## src/rtl/rpe_dbuf_if.sv

```systemverilog
// rpe_dbuf_if: groups the weight, activation and partial-sum signals of one
// reduced-precision PE cell.
//   master modport: the array-side driver. It drives w_in/w_in_valid/w_swap_in,
//                   a_in/a_in_valid and psum_in, and observes the pass-through
//                   outputs.
//   slave modport : the PE cell. It consumes those inputs and drives w_pass,
//                   w_pass_valid, w_swap_pass, a_pass, a_pass_valid, psum_out,
//                   psum_out_valid and ovf.
interface rpe_dbuf_if #(
  parameter int ACT_W  = 7,
  parameter int WMAG_W = 4,
  parameter int PSUM_W = 20
);
  logic [WMAG_W:0]   w_in;
  logic              w_in_valid;
  logic              w_swap_in;
  logic [ACT_W-1:0]  a_in;
  logic              a_in_valid;
  logic [PSUM_W-1:0] psum_in;

  logic [WMAG_W:0]   w_pass;
  logic              w_pass_valid;
  logic              w_swap_pass;
  logic [ACT_W-1:0]  a_pass;
  logic              a_pass_valid;
  logic [PSUM_W-1:0] psum_out;
  logic              psum_out_valid;
  logic              ovf;

  modport master (
    output w_in, w_in_valid, w_swap_in, a_in, a_in_valid, psum_in,
    input  w_pass, w_pass_valid, w_swap_pass, a_pass, a_pass_valid,
           psum_out, psum_out_valid, ovf
  );

  modport slave (
    input  w_in, w_in_valid, w_swap_in, a_in, a_in_valid, psum_in,
    output w_pass, w_pass_valid, w_swap_pass, a_pass, a_pass_valid,
           psum_out, psum_out_valid, ovf
  );
endinterface

```

## src/rtl/rpe_dbuf.sv

```systemverilog
// rpe_dbuf: weight-stationary systolic PE with a double-buffered weight.
// Activations are odd-coded (A = {a_in,1}); weights are mode-coded
// (MSB = mode, low bits = magnitude m):
//   mode 0: P = A*(2m+1)
//   mode 1: P = A*m*2^WMAG_W
// A shadow weight register loads from w_in while the active register drives
// the multiplier. w_swap_in commits shadow -> active without stalling MACs.
// Ports:
//   clk   : rising-edge clock
//   rst_n : asynchronous active-low reset
//   bus   : rpe_dbuf_if.slave (weight/activation/psum in, registered passes out)
module rpe_dbuf #(
  parameter int ACT_W    = 7,
  parameter int WMAG_W   = 4,
  parameter int ROWS     = 8,
  parameter int PSUM_W   = ACT_W + 1 + 2*WMAG_W + $clog2(ROWS) + 1,
  parameter int SATURATE = 0
) (
  input  logic      clk,
  input  logic      rst_n,
  rpe_dbuf_if.slave bus
);

  // Full-precision product width: (ACT_W+1)-bit A times a (2*WMAG_W)-bit
  // effective multiplier covers both weight modes.
  localparam int P_W = ACT_W + 1 + 2*WMAG_W;

  logic [WMAG_W:0]   shadow_q;
  logic [WMAG_W:0]   active_q;

  logic [P_W-1:0]    a_ext;
  logic [P_W-1:0]    m_ext;
  logic [P_W-1:0]    prod;
  logic [PSUM_W:0]   sum;
  logic [PSUM_W-1:0] psum_next;

  // NOTE: every combinational output gets a value on every path, so no
  // latch is inferred.
  always_comb begin
    a_ext = P_W'({bus.a_in, 1'b1});
    m_ext = P_W'(active_q[WMAG_W-1:0]);
    if (active_q[WMAG_W]) begin
      prod = (a_ext * m_ext) << WMAG_W;
    end else begin
      prod = ((a_ext * m_ext) << 1) + a_ext;
    end
    // One extra bit above PSUM_W catches the carry-out for ovf and clamping.
    sum = {1'b0, bus.psum_in} + (PSUM_W+1)'(prod);
    psum_next = sum[PSUM_W-1:0];
    if (SATURATE != 0 && sum[PSUM_W]) begin
      psum_next = '1;
    end
  end

  // NOTE: sequential state uses non-blocking assignments, so every read in
  // this block sees the value from before the edge. That is what lets a swap
  // take the old shadow while a same-cycle load overwrites it.
  always_ff @(posedge clk or negedge rst_n) begin
    if (!rst_n) begin
      shadow_q           <= '0;
      active_q           <= '0;
      bus.w_pass         <= '0;
      bus.w_pass_valid   <= 1'b0;
      bus.w_swap_pass    <= 1'b0;
      bus.a_pass         <= '0;
      bus.a_pass_valid   <= 1'b0;
      bus.psum_out       <= '0;
      bus.psum_out_valid <= 1'b0;
      bus.ovf            <= 1'b0;
    end else begin
      if (bus.w_in_valid) begin
        shadow_q   <= bus.w_in;
        bus.w_pass <= bus.w_in;
      end
      bus.w_pass_valid <= bus.w_in_valid;
      bus.w_swap_pass  <= bus.w_swap_in;

      if (bus.w_swap_in) begin
        active_q <= shadow_q;
      end

      bus.a_pass_valid   <= bus.a_in_valid;
      bus.psum_out_valid <= bus.a_in_valid;
      if (bus.a_in_valid) begin
        bus.a_pass   <= bus.a_in;
        bus.psum_out <= psum_next;
      end else begin
        bus.psum_out <= '0;
      end

      // A swap starts a new tile and clears the flag. An overflow from the
      // MAC in the same cycle still sets it, because that result was real.
      bus.ovf <= (bus.ovf & ~bus.w_swap_in) | (bus.a_in_valid & sum[PSUM_W]);
    end
  end

endmodule
```

## src/flat_wrapper.sv

```systemverilog
// flat-port wrapper written by rule: the top's interface ports become plain ports
module rpe_dbuf_flat 
#(
  parameter int ACT_W    = 7,
  parameter int WMAG_W   = 4,
  parameter int ROWS     = 8,
  parameter int PSUM_W   = ACT_W + 1 + 2*WMAG_W + $clog2(ROWS) + 1,
  parameter int SATURATE = 0
)
  (clk, rst_n, bus_w_in, bus_w_in_valid, bus_w_swap_in, bus_a_in, bus_a_in_valid, bus_psum_in, bus_w_pass, bus_w_pass_valid, bus_w_swap_pass, bus_a_pass, bus_a_pass_valid, bus_psum_out, bus_psum_out_valid, bus_ovf);
  rpe_dbuf_if #(.ACT_W(ACT_W), .WMAG_W(WMAG_W), .PSUM_W(PSUM_W)) bus_i ();
  input  logic clk;
  input  logic rst_n;
  input wire logic [$bits(bus_i.w_in)-1:0] bus_w_in;
  input wire logic [$bits(bus_i.w_in_valid)-1:0] bus_w_in_valid;
  input wire logic [$bits(bus_i.w_swap_in)-1:0] bus_w_swap_in;
  input wire logic [$bits(bus_i.a_in)-1:0] bus_a_in;
  input wire logic [$bits(bus_i.a_in_valid)-1:0] bus_a_in_valid;
  input wire logic [$bits(bus_i.psum_in)-1:0] bus_psum_in;
  output wire logic [$bits(bus_i.w_pass)-1:0] bus_w_pass;
  output wire logic [$bits(bus_i.w_pass_valid)-1:0] bus_w_pass_valid;
  output wire logic [$bits(bus_i.w_swap_pass)-1:0] bus_w_swap_pass;
  output wire logic [$bits(bus_i.a_pass)-1:0] bus_a_pass;
  output wire logic [$bits(bus_i.a_pass_valid)-1:0] bus_a_pass_valid;
  output wire logic [$bits(bus_i.psum_out)-1:0] bus_psum_out;
  output wire logic [$bits(bus_i.psum_out_valid)-1:0] bus_psum_out_valid;
  output wire logic [$bits(bus_i.ovf)-1:0] bus_ovf;
  assign bus_i.w_in = bus_w_in;
  assign bus_i.w_in_valid = bus_w_in_valid;
  assign bus_i.w_swap_in = bus_w_swap_in;
  assign bus_i.a_in = bus_a_in;
  assign bus_i.a_in_valid = bus_a_in_valid;
  assign bus_i.psum_in = bus_psum_in;
  assign bus_w_pass = bus_i.w_pass;
  assign bus_w_pass_valid = bus_i.w_pass_valid;
  assign bus_w_swap_pass = bus_i.w_swap_pass;
  assign bus_a_pass = bus_i.a_pass;
  assign bus_a_pass_valid = bus_i.a_pass_valid;
  assign bus_psum_out = bus_i.psum_out;
  assign bus_psum_out_valid = bus_i.psum_out_valid;
  assign bus_ovf = bus_i.ovf;
  rpe_dbuf #(.ACT_W(ACT_W), .WMAG_W(WMAG_W), .ROWS(ROWS), .PSUM_W(PSUM_W), .SATURATE(SATURATE)) u_core (.clk(clk), .rst_n(rst_n), .bus(bus_i));
endmodule
```

## config.mk

```make
export PLATFORM = sky130hd
export DESIGN_NAME = rpe_dbuf_flat
export DESIGN_NICKNAME = d
export VERILOG_FILES = /design/src/rtl/rpe_dbuf_if.sv /design/src/rtl/rpe_dbuf.sv /design/src/flat_wrapper.sv
export SDC_FILE = /design/constraint.sdc
export NUM_CORES = 1
export LEC_CHECK = 0
export ABC_CLOCK_PERIOD_IN_PS = 15400
export CORE_MARGIN = 10
export CORE_UTILIZATION = 38
export CTS_CLUSTER_DIAMETER = 60
export DETAILED_ROUTE_END_ITERATION = 10
export GPL_TIMING_DRIVEN = 0
export SYNTH_ARGS = -nofsm -noshare
export SYNTH_HDL_FRONTEND = slang
export SYNTH_SLANG_ARGS = --single-unit
```

## constraint.sdc

```tcl
create_clock -name clk -period 15.4 [get_ports clk]
set_input_delay 3.08 -clock clk [delete_from_list [all_inputs] [get_ports clk]]
set_output_delay 3.08 -clock clk [all_outputs]
set_load 0.02 [all_outputs]
```

==> results of run 1 <==
==> final cells by class <==
| class | instances | area, µm² |
|---|---|---|
| inverters | 30 | 113 |
| flip-flops and latches | 41 | 1030 |
| well taps | 129 | 161 |
| clock inverters | 3 | 17.5 |
| plain buffers | 7 | 30.0 |
| repair buffers | 74 | 746 |
| multi-input cells | 314 | 2530 |
| clock buffers | 5 | 68.8 |
| fillers | 918 | 4680 |
==> Yosys cell counts, drive strengths merged, types with 5 or more instances <==
cell type	instances
ha	43
dfrtp	41
and2	34
nand2	31
inv	30
a21oi	26
o21ai	26
nor2	18
mux2	16
fa	13
xnor2	13
xor2	13
a21o	11
mux2i	7
nand2b	7
a31oi	6
nor2b	6
clkbuf	5
nand3	5
o21bai	5
==> sequential cells by signal (all words and copies together), names as in the netlist <==
register and cells:
u_core.active_q 5, u_core.shadow_q 5, u_core.bus.a_pass_valid 1, u_core.bus.w_swap_pass 1, u_core.bus.psum_out 20, u_core.bus.a_pass 7, u_core.bus.w_pass_valid 1, u_core.bus.ovf 1
==> routing by layer <==
layer	GRT usage (%)	up-vias
met5	0	-
met4	2.29	0
met3	3.76	5
met2	22.5	65
met1	15.1	1454
li1	-	1513
==> path summary, 6_finish.rpt <==
| kind | from | end | slack (ns) | cells after the start |
|---|---|---|---|---|
| worst max register to register | u_core.active_q[1] | u_core.bus.psum_out[18] | 9.79 | 22 |
| worst min-delay path | u_core.bus.a_pass[3] | u_core.bus.a_pass[3] | 0.51 | 1 |
| worst max-delay path | bus_a_in[1] | u_core.bus.psum_out[18] | 6.98 | 23 |
| max in group asynchronous | rst_n | u_core.bus.a_pass[0] | 12.27 | 2 |
| min in group asynchronous | rst_n | u_core.bus.psum_out[15] | 2.65 | 1 |
| worst min register to register | u_core.bus.a_pass[3] | u_core.bus.a_pass[3] | 0.51 | 1 |
==> report_power, final <==
group | leakage [nW] | switching, mW | total (mW) | internal [mW]
combinational | 1.65 | 0.363 | 0.656 | 0.292
sequential | 0.505 | 0.0109 | 0.142 | 0.131
clock | 0.0439 | 0.0417 | 0.0730 | 0.0313
==> through the flow <==
stage | setup slack [ns] | util (%) | instances
finish | 6.98 | 50.1 | 603
global route | 6.65 | 50.1 | 603
CTS | 6.96 | 50.1 | 603
detailed placement | 6.67 | 49.2 | 595
global placement | 6.72 | 49.0 | 594
floorplan | 7.70 | - | 392
==> cell families (layout without fill, tap and decap cells) <==
kind of cell / after synthesis / in the layout
XOR/XNOR: 26 / 26
AND/OR/NAND/NOR: 116 / 116
adder cells (fa/ha/maj): 56 / 56
multiplexers: 23 / 23
buffers and inverters: 37 / 119
AO/OA/AOI/OAI: 93 / 93
flip-flops: 41 / 41
==> metrics.cfg, run 1 <==
[routing]
routed_metal_1_wire_length_um=4030
dr.pass1.iters=4
route.met2.wl_um=4550
drt-wirelength-per-cell_um=15.1
wl_um=9130
met3_wirelength_um=495
num_vias=3037
detailedRoute.firstIterationViolations=79
vias_per_cell=5.04
highest-signal-layer=met4
drt_drc_violations_left=0
antenna_violating_nets_left=0

[run_status]
outcome=finished, final reports clean

[setup_path]
worst_path_most_repeated_cell=sky130_fd_sc_hd__ha_1
timing.critical_path.fanout_max=7
critical_path.endpoint_type=flip-flop
cp_data_required_time_ns=15.64
cpLargestDelayFamily=adder cells
worst_path_max_delay_cell=sky130_fd_sc_hd__fa_1
worst_setup_path_start_kind=input port
crit_path_max_incr_delay_ns=0.55
timing.critical_path.arrival_ns=8.66
cp_num_buf_inv=2
crit_type=in2reg
critical_path.cell_chain=clkdlybuf4s50_1 -> ha_1 -> fa_1 -> fa_1 -> ha_1 -> a21o_1 -> a21oi_1 -> xnor2_1 -> ha_1 -> a21oi_1 -> inv_1 -> a31oi_1 -> o21ba_1 -> nor3_2 -> mux2i_1 -> o22a_1 -> ha_1 -> a21oi_1 -> o211ai_1 -> nand4_1 -> o211ai_1 -> or3b_1 -> a31oi_1

[grt]
grt_start_max_net_pins=31
number_of_antenna_violations_at_the_first_check_in_global_routing=0
number_of_global_route_vias_before_repair=3196
grt_overflow=0
wire_length_of_the_first_global_routing_pass_um=15200
globalRouteTotalUtil_pct=12.8

[timing]
slew_violations=0
hold-worst-slack_ns=0.511
fin_worst_skew_ns=0.00819
grt_setup_unrepaired=no
maxSlewHeadroom_pct=54.8
maximum_clock_frequency_mhz=119
finalHoldViolCount=0
setup_viol=0
final_total_negative_setup_slack_ns=0
period_minus_slack_ns=8.42
finalCritPeriodShare_pct=54.7
tightest_slew_ns=0.677

[cts]
clock_tree.buffer_depth=2
cts_tree=done
cts.htree.levels=2
ctsResizeCount=0
cts-buffers-inserted=5
clk_latency_ns=0.31
clkSinkCount=41
cts_setup_buffers=0
ctsRootBufferMaster=sky130_fd_sc_hd__clkbuf_8
clkTransAtPathRegs_ns=0.09
post_cts_hold_buffer_count=0

[floorplan]
dieArea_um2=14100
chipHeight_um=119
floorplan.core_area_um2=9370
die_width_um=119
placementRows=35
ios=74
initial_utilization_pct=39.5

[power]
power.static_leakage_nw=2.20
p_total_mw=0.871
power-per-cell-area_nw_per_um2=185
vdd_drop_max_v=0.0000744

[logic_synthesis]
synth.area.top_cells=sky130_fd_sc_hd__dfrtp_1, sky130_fd_sc_hd__ha_1, sky130_fd_sc_hd__fa_1, sky130_fd_sc_hd__and2_1, sky130_fd_sc_hd__mux2_2
post_synth_xor_area_fraction_pct=6.96
synth.mux.area_fraction_pct=6.76
share_of_the_synthesized_area_in_compound_gates_ao_oa_aoi_oai_pct=16.7
synth_edf_count=0
number_of_warnings_reported_in_the_yosys_synthesis_log=0
synthAdderAreaFrac_pct=21.6
netlist-cell-type-count=50
average_size_of_a_mapped_cell_um2=9.44
synth_sequential_area_ratio_pct=27.7
synthSimpleGateAreaFrac_pct=16.5
synth_area_um2=3700
count_of_state_elements_after_synthesis=41
netlist_instances=392
synth_area_leader_cell=sky130_fd_sc_hd__dfrtp_1
ys_dominant_reg_cell=sky130_fd_sc_hd__dfrtp_1
synth_top_family_by_area=adder cells
syn-num-nets=485
synth_top_cell_area_share_pct=27.7
ffs_w_async_s_r_synth_pct=100

[finish]
area_growth_pct=26.8
antenna_cells_inserted=0
layout_common_cells=sky130_fd_sc_hd__clkdlybuf4s50_1, sky130_fd_sc_hd__ha_1, sky130_fd_sc_hd__dfrtp_1
drive_gt1_share_pct=8.86
commonest_non_fill_non_tap_cell_in_the_layout=sky130_fd_sc_hd__clkdlybuf4s50_1
design_area_um2=4700
nets=566

[worst_hold_path]
timing.hold.worst.class=reg2reg

[job]
maxCapViolations=0

[place]
detailedPlacementHpwl_um=7640
post_dp_cell_area_um2=4610
buffer_ports.inserted=73
finalWeightedCongestion=0.819

No activity file was read; power rests on OpenSTA's default activity.
==> run 2: changes to the inputs <==
--- a/config.mk
+++ b/config.mk
@@ -5,7 +5,7 @@
 export SDC_FILE = /design/constraint.sdc
 export NUM_CORES = 1
 export LEC_CHECK = 0
-export ABC_CLOCK_PERIOD_IN_PS = 15400
+export ABC_CLOCK_PERIOD_IN_PS = 8480
 export CORE_MARGIN = 10
 export CORE_UTILIZATION = 38
 export CTS_CLUSTER_DIAMETER = 60
==> constraint.sdc (replaced) <==
create_clock -name clk -period 8.48 [get_ports clk]
set_input_delay 1.696 -clock clk [delete_from_list [all_inputs] [get_ports clk]]
set_output_delay 1.696 -clock clk [all_outputs]
set_load 0.02 [all_outputs]
==> results of run 2 <==
The final DEF is identical to that of run 1. Status: finished, final reports clean.
Main changes from that run: setup slack after placement 6.67 ns -> 1.13 ns; setup slack after layout 6.98 ns -> 1.44 ns; register-to-register setup slack 9.79 ns -> 2.87 ns; total power 0.871 mW -> 1.58 mW; worst IR drop on VDD 0.0000744 V -> 0.000135 V
==> run 3: changes to the inputs <==
--- a/config.mk
+++ b/config.mk
@@ -5,7 +5,7 @@
 export SDC_FILE = /design/constraint.sdc
 export NUM_CORES = 1
 export LEC_CHECK = 0
-export ABC_CLOCK_PERIOD_IN_PS = 8480
+export ABC_CLOCK_PERIOD_IN_PS = 6100
 export CORE_MARGIN = 10
 export CORE_UTILIZATION = 38
 export CTS_CLUSTER_DIAMETER = 60
==> constraint.sdc (replaced) <==
create_clock -name clk -period 6.1 [get_ports clk]
set_input_delay 1.22 -clock clk [delete_from_list [all_inputs] [get_ports clk]]
set_output_delay 1.22 -clock clk [all_outputs]
set_load 0.02 [all_outputs]
==> run 3 against run 2 <==
Effect of this change:
- hold slack lost 0.00057 ns
- non-clock buffer count grew 8
- via count grew 1.6%
- design area grew 4.8%
- combinational power grew 61%
- sequential share of layout area shrank 1.0 points
- clock-buffer cell count is the same
- first-iteration DRC count grew 5.1%
- register-to-register slack lost 2.1 ns
- critical path type unchanged
==> metrics.cfg, run 3 (synthesized netlist as in run 1, its figures left out) <==
[floorplan]
ios=74
initial_utilization_pct=39.5
dieArea_um2=14100
chipHeight_um=119
floorplan.core_area_um2=9370
placementRows=35
die_width_um=119

[timing]
finalHoldViolCount=0
grt_setup_unrepaired=yes
finalCritPeriodShare_pct=97.3
maximum_clock_frequency_mhz=168
tightest_slew_ns=0.672
setup_viol=0
post-route-worst-setup-slack_ns=0.165
period_minus_slack_ns=5.94
maxSlewHeadroom_pct=55.2
fin_worst_skew_ns=0.0115
slew_violations=0

[cts]
ctsRootBufferMaster=sky130_fd_sc_hd__clkbuf_8
clkTransAtPathRegs_ns=0.08
cts_tree=done
cts.htree.levels=2
cts-buffers-inserted=5
post_cts_hold_buffer_count=0
clk_latency_ns=0.31
clock_tree.buffer_depth=2
clkSinkCount=41

[grt]
grt_start_max_net_pins=31
grt_overflow=0
globalRouteTotalUtil_pct=13.0
number_of_antenna_violations_at_the_first_check_in_global_routing=0
number_of_global_route_vias_before_repair=3237
wire_length_of_the_first_global_routing_pass_um=15500

[finish]
nets=574
layout_common_cells=sky130_fd_sc_hd__clkdlybuf4s50_1, sky130_fd_sc_hd__dfrtp_1, sky130_fd_sc_hd__ha_1
finalNonFillerCells=611
registers.top_by_ff_count=u_core.bus.psum_out
area_used_by_multi_input_combinational_logic_um2=2700
fillers=895
largest_register_ffs=20
reg_top3=u_core.bus.psum_out x20, u_core.bus.a_pass x7
drive_gt1_share_pct=15.8
antenna_cells_inserted=0
register_area_um2=1030
commonest_non_fill_non_tap_cell_in_the_layout=sky130_fd_sc_hd__clkdlybuf4s50_1
area_growth_pct=33.0

[worst_hold_path]
timing.hold.worst.class=reg2reg
hold_end=u_core.bus.a_pass[3]
hold_path_depth=1
hold_start=u_core.bus.a_pass[3]

[setup_path]
cp-startpoint=bus_a_in[0]
crit_type=in2reg
r2r_setup_slack_ns=0.77
timing.critical_path.arrival_ns=6.15
timing.critical_path.fanout_max=5
worst_setup_path_start_kind=input port
regToRegStartpoint=u_core.active_q[1]
cp_num_buf_inv=3
crit_path_max_incr_delay_ns=0.62
critical_path.cell_chain=dlygate4sd2_1 -> and2_1 -> fa_1 -> fa_2 -> ha_4 -> a21o_1 -> a21oi_2 -> xnor2_2 -> ha_1 -> a21oi_1 -> inv_1 -> a31oi_4 -> o21ba_4 -> nor3_2 -> mux2i_1 -> o22a_1 -> ha_1 -> nand4_1 -> inv_1 -> nand2_1 -> o211ai_1 -> a21oi_2 -> o32ai_2
worst_path_max_delay_cell=sky130_fd_sc_hd__fa_2
cp_data_required_time_ns=6.31
critical_path.endpoint_type=flip-flop
cpLargestDelayFamily=adder cells
reg2regPathDepth=22
r2r-end=u_core.bus.ovf

[routing]
detailedRoute.firstIterationViolations=83
num_vias=3085
drt_drc_violations_left=0
drt-wirelength-per-cell_um=15.5
wl_um=9460
dr.pass1.iters=4
vias_per_cell=5.05
antenna_violating_nets_left=0

[place]
detailedPlacementHpwl_um=7640
placed_cells_incl_taps=595
buffer_ports.inserted=73
dpl_worst_slack_ns=-0.772
finalWeightedCongestion=0.819

[power]
power-per-cell-area_nw_per_um2=502
power.static_leakage_nw=2.28
vdd_drop_max_v=0.000200
p_total_mw=2.47

[run_status]
outcome=finished, final reports clean

[job]
maxCapViolations=0

-- run 3: layout make-up --
| cell class | count | area share [%] |
|---|---|---|
| Multi-Input combinational cell | 314 | 54.9 |
| Clock inverter | 3 | 0.356 |
| Tap cell | 129 | 3.28 |
| Buffer | 7 | 0.610 |
| Inverter | 30 | 2.29 |
| Timing Repair Buffer | 82 | 16.3 |
| Sequential cell | 41 | 20.8 |
| Clock buffer | 5 | 1.40 |
-- run 3: metrics by stage --
step | hold slack (ns) | cell area, µm² | setup TNS, ns | utilization (%)
6_report | 0.510 | 4920 | 0 | 52.5
5_1_grt | 0.539 | 4920 | -0.0613 | 52.5
4_1_cts | 0.515 | 4780 | 0 | 51.0
3_5_place_dp | 0.496 | 4610 | -6.96 | 49.2
3_3_place_gp | 0.491 | 4590 | -6.72 | 49.0
2_1_floorplan | 0.582 | 3700 | 0 | -
-- run 3: routing by layer --
layer,wire length (µm),global-route usage (%),vias up
met3,498,3.66,7
met4,69,2.29,0
met2,4720,22.8,69
met1,4170,15.6,1475
met5,0,0,-
li1,-,-,1534
-- run 3: worst max path at each step --
stage | to | slack, ns | cells after the start
final | u_core.bus.ovf | 0.16 | 23
after global routing | u_core.bus.ovf | -0.03 | 22
after CTS | u_core.bus.psum_out[18] | 0.02 | 23
after detailed placement | u_core.bus.psum_out[18] | -0.77 | 23
after global placement | u_core.bus.psum_out[16] | -0.72 | 23
after floorplan | u_core.bus.psum_out[18] | 0.26 | 22
-- run 3: worst reg2reg max path: cells and delay by family, from the launching register on --
kind | cells | cell delay [ns]
adders and majority gates | 6 | 2.23
AOI/OAI and AO/OA | 9 | 1.78
DFF | 1 | 0.51
muxes | 1 | 0.13
buffers and inverters | 2 | 0.17
xor gates and xnor gates | 1 | 0.16
and+or+nand+nor | 3 | 0.27
-- run 3: report_power, final --
part           internal [mW]  leakage, nW  switching [mW]
sequential             0.331        0.505          0.0276
clock                 0.0792       0.0439           0.106
combinational          0.905         1.73            1.02
-- run 3: timing repair --
item                                   in CTS  in global routing
gates cloned                                0                  0
setup endpoints to repair                  12                 11
endpoints found under the hold margin       0                  0
pin swaps                                   6                 11
buffers inserted                            5                  3
resized for setup                          13                 26
